## src/rtl/mem_resp_pkg.sv

```systemverilog
// Shared definitions for the EX/MEM memory/IP responder: FSM encoding,
// abort read-data pattern and default widths.
package mem_resp_pkg;

    localparam int ADDR_W_DEF      = 20;
    localparam int DATA_W_DEF      = 32;
    localparam int WAIT_CYCLES_DEF = 2;
    localparam int IP_TIMEOUT_DEF  = 15;

    // Counter widths sized for the legal parameter ranges (1..15, 1..255)
    localparam int WAIT_CNT_W = 4;
    localparam int TOUT_CNT_W = 8;

    localparam logic [31:0] RESP_ERR_DATA = 32'hDEADBEEF;

    localparam logic [2:0] ST_IDLE     = 3'd0;
    localparam logic [2:0] ST_MEM_REQ  = 3'd1;
    localparam logic [2:0] ST_MEM_WAIT = 3'd2;
    localparam logic [2:0] ST_IP_REQ   = 3'd3;
    localparam logic [2:0] ST_DONE     = 3'd4;

endpackage

```

## src/rtl/resp_wait_counter.sv

```systemverilog
// Loadable down-counter; 'last' flags the final cycle of the loaded span.
module resp_wait_counter #(
    parameter int CNT_W = 4
) (
    input  logic             clk,
    input  logic             rst,
    input  logic             load,
    input  logic [CNT_W-1:0] load_val,
    input  logic             dec,
    output logic             last
);

    logic [CNT_W-1:0] cnt_q, cnt_d;

    always_comb begin
        cnt_d = cnt_q;
        if (load)
            cnt_d = load_val;
        else if (dec && (cnt_q != '0))
            cnt_d = cnt_q - CNT_W'(1);
    end

    always_ff @(posedge clk or posedge rst) begin
        if (rst)
            cnt_q <= '0;
        else
            cnt_q <= cnt_d;
    end

    assign last = (cnt_q == CNT_W'(1));

endmodule

```

## src/rtl/mem_ip_responder.sv

```systemverilog
// Memory-side responder: runs one latched EX/MEM request against the SRAM or
// the IP slave port and returns a single-cycle 'count' completion pulse.
module mem_ip_responder
    import mem_resp_pkg::*;
#(
    parameter int ADDR_W      = ADDR_W_DEF,
    parameter int DATA_W      = DATA_W_DEF,
    parameter int WAIT_CYCLES = WAIT_CYCLES_DEF,
    parameter int IP_TIMEOUT  = IP_TIMEOUT_DEF
) (
    input  logic              clk,
    input  logic              rst,
    input  logic              dataena_in,
    input  logic              datarw_in,
    input  logic [ADDR_W-1:0] address_in,
    input  logic [DATA_W-1:0] wdata_in,
    input  logic              ip_read_in,
    input  logic              ip_write_in,
    output logic              count,
    output logic [DATA_W-1:0] rdata_out,
    output logic              busy,
    output logic              err_out,
    output logic              mem_cs,
    output logic              mem_we,
    output logic [ADDR_W-1:0] mem_addr,
    output logic [DATA_W-1:0] mem_wdata,
    input  logic [DATA_W-1:0] mem_rdata,
    output logic              ip_cs,
    output logic              ip_we,
    output logic [ADDR_W-1:0] ip_addr,
    output logic [DATA_W-1:0] ip_wdata,
    input  logic [DATA_W-1:0] ip_rdata,
    input  logic              ip_ack
);

    logic [2:0]        state_q, state_d;
    logic [ADDR_W-1:0] addr_q, addr_d;
    logic [DATA_W-1:0] wdata_q, wdata_d;
    logic [DATA_W-1:0] rdata_q, rdata_d;
    logic              we_q, we_d;
    logic              err_q, err_d;
    logic              mem_first_q, mem_first_d;

    logic wait_load, wait_last;
    logic tout_load, tout_last;
    logic ip_sel;

    assign ip_sel = ip_read_in | ip_write_in;

    resp_wait_counter #(.CNT_W(WAIT_CNT_W)) u_wait_cnt (
        .clk      (clk),
        .rst      (rst),
        .load     (wait_load),
        .load_val (WAIT_CNT_W'(WAIT_CYCLES)),
        .dec      (state_q == ST_MEM_WAIT),
        .last     (wait_last)
    );

    resp_wait_counter #(.CNT_W(TOUT_CNT_W)) u_tout_cnt (
        .clk      (clk),
        .rst      (rst),
        .load     (tout_load),
        .load_val (TOUT_CNT_W'(IP_TIMEOUT)),
        .dec      (state_q == ST_IP_REQ),
        .last     (tout_last)
    );

    always_comb begin
        state_d     = state_q;
        addr_d      = addr_q;
        wdata_d     = wdata_q;
        rdata_d     = rdata_q;
        we_d        = we_q;
        err_d       = err_q;
        mem_first_d = (state_q == ST_MEM_REQ);
        wait_load   = 1'b0;
        tout_load   = 1'b0;

        case (state_q)
            ST_IDLE: begin
                if (dataena_in) begin
                    addr_d    = address_in;
                    wdata_d   = wdata_in;
                    // Conflicting flags resolve to an IP write, reported as an error
                    we_d      = ip_sel ? ip_write_in : datarw_in;
                    err_d     = ip_read_in & ip_write_in;
                    tout_load = ip_sel;
                    state_d   = ip_sel ? ST_IP_REQ : ST_MEM_REQ;
                end
            end
            ST_MEM_REQ: begin
                wait_load = 1'b1;
                state_d   = ST_MEM_WAIT;
            end
            ST_MEM_WAIT: begin
                // SRAM read data is only valid in the cycle right after mem_cs
                if (mem_first_q && !we_q)
                    rdata_d = mem_rdata;
                if (wait_last)
                    state_d = ST_DONE;
            end
            ST_IP_REQ: begin
                if (ip_ack) begin
                    if (!we_q)
                        rdata_d = ip_rdata;
                    state_d = ST_DONE;
                end else if (tout_last) begin
                    rdata_d = DATA_W'(RESP_ERR_DATA);
                    err_d   = 1'b1;
                    state_d = ST_DONE;
                end
            end
            ST_DONE: begin
                state_d = ST_IDLE;
            end
            default: begin
                state_d = ST_IDLE;
            end
        endcase
    end

    always_ff @(posedge clk or posedge rst) begin
        if (rst) begin
            state_q     <= ST_IDLE;
            addr_q      <= '0;
            wdata_q     <= '0;
            rdata_q     <= '0;
            we_q        <= 1'b0;
            err_q       <= 1'b0;
            mem_first_q <= 1'b0;
        end else begin
            state_q     <= state_d;
            addr_q      <= addr_d;
            wdata_q     <= wdata_d;
            rdata_q     <= rdata_d;
            we_q        <= we_d;
            err_q       <= err_d;
            mem_first_q <= mem_first_d;
        end
    end

    assign busy      = (state_q != ST_IDLE);
    assign count     = (state_q == ST_DONE);
    assign err_out   = count & err_q;
    assign rdata_out = rdata_q;

    assign mem_cs    = (state_q == ST_MEM_REQ);
    assign mem_we    = mem_cs & we_q;
    assign mem_addr  = addr_q;
    assign mem_wdata = wdata_q;

    assign ip_cs     = (state_q == ST_IP_REQ);
    assign ip_we     = ip_cs & we_q;
    assign ip_addr   = addr_q;
    assign ip_wdata  = wdata_q;

endmodule

```

## config.mk

```make
export PLATFORM = sky130hd
export DESIGN_NAME = mem_ip_responder
export DESIGN_NICKNAME = d
export VERILOG_FILES = /design/src/rtl/mem_resp_pkg.sv /design/src/rtl/resp_wait_counter.sv /design/src/rtl/mem_ip_responder.sv
export SDC_FILE = /design/constraint.sdc
export NUM_CORES = 1
export LEC_CHECK = 0
export ABC_AREA = 1
export BUFFER_PORTS_ARGS = -buffer_cell sky130_fd_sc_hd__buf_2
export CAP_MARGIN = 20
export CORE_MARGIN = 5
export CORE_UTILIZATION = 47
export CTS_BUF_LIST = sky130_fd_sc_hd__clkbuf_8
export CTS_CLUSTER_SIZE = 24
export DETAILED_ROUTE_END_ITERATION = 10
export PLACE_DENSITY = 0.83
export SYNTH_ARGS = -nofsm -noshare
export SYNTH_HDL_FRONTEND = slang
export SYNTH_SLANG_ARGS = --single-unit
```

## constraint.sdc

```tcl
create_clock -name clk -period 3.9 [get_ports clk]
set_clock_uncertainty 0.1 [all_clocks]
set_input_delay 0.39 -clock clk [delete_from_list [all_inputs] [get_ports clk]]
set_output_delay 0.39 -clock clk [all_outputs]
set_load 0.02 [all_outputs]
```

## Word level (Yosys, flattened, before mapping)

Cells that the tools add are included.
Widths: inputs -> output; s select.

| word-level totals | value |
|---|---|
| latch bits | 0 |
| register bits after elaboration | 102 |
| memories kept | 0 |
| ROM bits | 0 |
| output and inout port bits | 143 |
| bits in writable memories | 0 |
| bits of input ports | 123 |

| operators by class | value |
|---|---|
| add/subtract/negate cells | 2 |
| div/mod/pow operators | 0 |
| shift operators | 0 |
| magnitude comparators | 0 |
| $mul | 0 |
| multiplexer cells | 23 |
| bitwise operators | 5 |
| eq/ne operators | 13 |
| reduce and logical (&&, ||, !) cells | 16 |

Operators with widths:

| kind | number |
|---|---|
| $mux 32 | 4 |
| $pmux 32 s2 | 1 |
| $mux 8 | 2 |
| $mux 3 | 4 |
| $pmux 3 s4 | 1 |
| $eq 8x1->1 const B | 1 |
| $mux 4 | 2 |
| $ne 2x2->1 const B | 4 |
| $reduce_and 4->1 | 2 |
| $reduce_bool 2->1 | 4 |
| $reduce_bool 8->1 | 1 |
| $sub 8x1->8 const B | 1 |
| $mux 1 | 7 |
| $eq 3x2->1 const B | 2 |
| $and 1x1->1 | 4 |
| $eq 4x1->1 const B | 1 |
| $reduce_bool 4->1 | 1 |
| $sub 4x1->4 const B | 1 |
| $eq 3x1->1 const B | 1 |
| $eq 3x3->1 const B | 1 |
| $logic_and 1x1->1 | 3 |
| $logic_not 3->1 | 1 |
| $ne 3x1->1 const B | 1 |
| $ne 3x3->1 const B | 1 |
| other kinds (8) | 8 |

## Depth between registers and ports, before layout

| depth | value |
|---|---|
| depth after elaboration | 4 |
| gate-level depth with buffers | 9 |

## Modules after synthesis

From an unflattened synthesis, not the netlist that was laid out.

| second synthesis, totals | value |
|---|---|
| cells, all modules | 775 |
| area, all modules | 5591.6 µm² |

Modules (own cells, without submodules):

| module | cells an instance | times used | area an instance (µm²) |
|---|---|---|---|
| mem_ip_responder | 641 | 1 | 4645.7 |
| resp_wait_counter at u_tout_cnt | 91 | 1 | 646.9 |
| resp_wait_counter at u_wait_cnt | 43 | 1 | 299.0 |

## Least setup slack after synthesis

No wires, ideal clock.

| path | value |
|---|---|
| kind | register to output |
| start | register state_q[0] |
| end | output port err_out |
| stages on the path, launching flop included | 3 |
| path buffers | 0 |
| arrival | 1308 ps |
| setup slack | 2102 ps |
| required time | 3410 ps |
| path through | dfrtp_1 nor3_1 and2_1 |

| on the way | value |
|---|---|
| word-level cells in the longest chain between the ends | 2 |

Ends and longest elaborated chain:

| item | line | source |
|---|---|---|
| from (decl) | mem_ip_responder.sv:36 | `logic [2:0] state_q, state_d;` |
| from (signal assigned) | mem_ip_responder.sv:132 | `state_q <= state_d;` |
| $eq 3x3->1 | mem_ip_responder.sv:143 | `assign count = (state_q == ST_DONE);` |
| net count | mem_ip_responder.sv:19 | `output logic count,` |
| $and 1x1->1 | mem_ip_responder.sv:144 | `assign err_out = count & err_q;` |
| to (decl) | mem_ip_responder.sv:22 | `output logic err_out,` |

The timed path passes the listed nets, and every way through them passes these cells.

## Worst setup path after layout

| path | value |
|---|---|
| start | register state_q[2] |
| end | register rdata_q[11], in the netlist rdata_out[11] |

| on the way | value |
|---|---|
| word-level cells in the longest chain between the ends | 3 |
| elaborated cells between the ends (all ways) | 8 |

Ends and longest elaborated chain:

| item | line | source |
|---|---|---|
| $eq 3x2->1 | mem_ip_responder.sv:79 | `case (state_q)` |
| $ne 3x3->1 (no source line), or another cell as far along | n/a |  |
| $reduce_and 4->1 (no source line) | n/a |  |
| to (signal assigned) | mem_ip_responder.sv:135 | `rdata_q <= rdata_d;` |
| to (decl) | mem_ip_responder.sv:39 | `logic [DATA_W-1:0] rdata_q, rdata_d;` |

Parallel ways exist; a longest one is shown, timed or not.
A chain may end at the register's enable or synchronous reset.

==> impl_metrics.toml <==
[synth]
synth_compound_area_frac = 0.0237
synth_nets = 799
yosysTopAreaCell = "dfrtp_1"
synthDistinctLibCells = 26
synth_top_family_by_area = "simple AND/OR/NAND/NOR gates"
synthSimpleGateAreaFrac = 0.338
yosysSeqAreaShare = 0.498
syn-cell-area_mm2 = 0.00513
ys_top_cells_by_area = "dfrtp_1 50%, nand2_1 20%, buf_4 8.1%, nor2_1 6.2%, nand3_1 5.2%"
yosys-mux-area-fraction = 0
synth-adder-area-share = 0.0146
synth_top_cell_area_share = 0.498
synthCells = 670
synth_xor_area_frac = 0.00342
syn_area_per_cell_um2 = 7.65
ys_warn_count = 0
ys_seq_elements = 102

[floorplanning]
coreArea_mm2 = 0.0107
die_w_um = 114
start_util = 0.477
ios = 266
rows = 38
dieArea_mm2 = 0.0131
fp.dieH_um = 114

[global_routing]
grt_max_degree = 57
overflow = 0
grt_pass1_vias = 4511
grt_pass1_wl_um = 21500
track_usage = 0.204
antenna_found_initial = 1

[power]
power.switching_w = 0.000475
p_int_w = 0.00145
p_sw_frac = 0.247
vdd.ir_drop.worst_mv = 0.158
clkPwrFrac = 0.354
p_per_area_mw_per_mm2 = 303
p_leak_nw = 4.02
power_frac_seq = 0.563
combPwrFrac = 0.084

[timing]
relSlewSlack = 0.526
finalCritPeriodShare = 0.723
rsz0062_at_grt = "false"
worst_slew_pin_slew_ns = 0.709
finalHoldViolCount = 0
clock.fmax_ghz = 0.355
finalSetupTns_ns = 0
setup_viol = 0
layout_min_cycle_time_ns = 2.82
drv_slew = 0

[cells_and_area]
drive_gt1_frac = 0.339
fillerInstances = 1000
regArea_mm2 = 0.00255
multi_input_area_mm2 = 0.00195
design_area_mm2 = 0.00636
finalNetCount = 1001
syn_to_final_growth_pct = 24.1

[route]
drc = 0
dr.pass1.iters = 5
drtIter0Drc = 283
drtAntennaViolNets = 0
wirelength_um = 13800
route.vias.total = 4819
wl_per_cell_um = 13.5
vias_per_cell = 4.73

[clock_tree]
cts_buffers = 9
post_cts_resize_count = 0
cts_tree = "yes"
cts.sinks = 102
clock_latency_ns = 0.35
cts.clk_slew.worst_paths_ns = 0.11
cts_root_buf = "clkbuf_8"
cts_buffer_depth = 2
htree_levels = 3

[place]
place_hpwl_um = 10400
place_area_mm2 = 0.00615
place.gp.congestion = 0.833
numPortBuffers = 265

[setup_path]
cp-endpoint = "rdata_out[11]$_DFFE_PP0P_"
critPathRequiredTime_ns = 4.06
critical_path_class = "reg -> reg"
endpoint_kind = "flop"
cp_data_arrival_time_ns = 2.98
worstPathMaxFanout = 33
setup.worst_path.start = "state_q[2]$_DFFE_PP0P_"
rr_endpoint = "rdata_out[11]$_DFFE_PP0P_"
reg2reg_slack_ns = 1.08
r2r-start = "state_q[2]$_DFFE_PP0P_"
startpoint_type = "flop"
reg2reg_depth = 8

[status]
status = "finished, final reports clean"

[job]
cap_violations = 0

[hold_path]
hp-class = "in -> reg"
==> cell usage after synthesis <==
cell type  instances
buf_4             55
o21bai_1           1
o21ai_2            1
nor2_1            85
and2_1             1
nand4_1            3
a21oi_1            1
nor3_1             4
nor2_2             4
ha_1               6
buf_2             15
inv_2              1
o21ai_1            1
nor2_4             1
dfrtp_1          102
nand2_2            1
nand3_1           53
nand4_2            1
clkinv_1           1
clkbuf_1          10
nand2_1          277
o21ai_0           16
nand3_2            1
xor2_1             2
o211ai_1           2
inv_1             25
==> how the worst min path moves through the flow <==
stage                      startpoint                        to  slack [ns]  cells after the start
floorplan           err_q$_DFFE_PP0P_         err_q$_DFFE_PP0P_        0.33                      2
global placement                  rst  rdata_out[7]$_DFFE_PP0P_        0.16                      2
detailed placement                rst  rdata_out[3]$_DFFE_PP0P_        0.16                      2
CTS                      wdata_in[12]  ip_wdata[12]$_DFFE_PP0P_        0.09                      3
global route           address_in[14]   ip_addr[14]$_DFFE_PP0P_         0.1                      3
finish                    wdata_in[2]   ip_wdata[2]$_DFFE_PP0P_        0.12                      3
==> area by class of cell <==
class                           count  area share
Multi-Input combinational cell    461       0.307
Inverter                           27      0.0163
Clock buffer                        9      0.0195
Clock inverter                      7      0.0122
Tap cell                          140      0.0275
Antenna cell                        1    0.000393
Sequential cell                   102       0.401
Timing Repair Buffer              271       0.216
==> stage by stage <==
stage / utilization / setup WS (ns) / power (W) / cells / hold slack (ns)
detailed placement: 0.572 / 1.12 / 0.00127 / 1000 / 0.163
global placement: 0.572 / 1.21 / 0.00126 / 1000 / 0.163
floorplan: - / 0.735 / 0.00117 / 670 / 0.334
global route: 0.592 / 0.832 / 0.00201 / 1017 / 0.0982
CTS: 0.592 / 1.10 / 0.00195 / 1017 / 0.0921
finish: 0.592 / 1.08 / 0.00193 / 1018 / 0.117
==> metal layers <==
metal / vias up / GRT usage / wire (um)
met4: 2 / 0.0689 / 219
met2: 171 / 0.344 / 6930
met1: 2205 / 0.264 / 5620
li1: 2422 / - / -
met3: 19 / 0.0365 / 1010
met5: - / 0 / 11
==> power groups by stage <==
stage	Sequential, W	Clock (W)	Combinational, W
2_1_floorplan	0.00112	0	0.0000467
3_3_place_gp	0.00110	0	0.000159
3_5_place_dp	0.00110	0	0.000163
4_1_cts	0.00108	0.000700	0.000164
5_1_grt	0.00109	0.000742	0.000181
6_report	0.00108	0.000681	0.000161
==> cell usage in the layout (no fill, tap or decap), drive strengths merged, types with 2 or more instances in the layout <==
master  count
nand2     278
buf       270
dfrtp     102
nor2       90
nand3      54
inv        31
o21ai      18
clkbuf      9
ha          6
nor3        4
nand4       4
o211ai      2
xor2        2
clkinv      2
==> what timing repair did <==
action	4_1_cts	5_1_grt
hold buffers	1	0
endpoints found under the hold margin	4	0
buffers inserted	0	0
==> critical path, stage by stage, from the launching register on <==
cell,delay [ns]
dfrtp_1,0.40
inv_1,0.14
nand3_2,0.35
nand2_1,0.22
nand2_1,0.10
nor2_4,0.56
nand2_2,0.56
nand2_1,0.21
nand2_1,0.07
==> kinds of logic (layout without fill, tap and decap cells) <==
logic type               count (synthesis)  after routing
AO/OA/AOI/OAI                           22             22
XOR/XNOR                                 2              2
adder cells (fa/ha/maj)                  6              6
buffers and inverters                  107            314
flip-flops                             102            102
other                                    0              1
AND/OR/NAND/NOR                        431            431
==> flip-flops by register name, summed over array words and instances (netlist names) <==
register          count
ip_addr              20
u_wait_cnt.cnt_q      4
err_q                 1
ip_wdata             32
u_tout_cnt.cnt_q      8
rdata_out            32
state_q               3
mem_first_q           1
we_q                  1
Note: power is estimated with default switching activity, not from simulation.
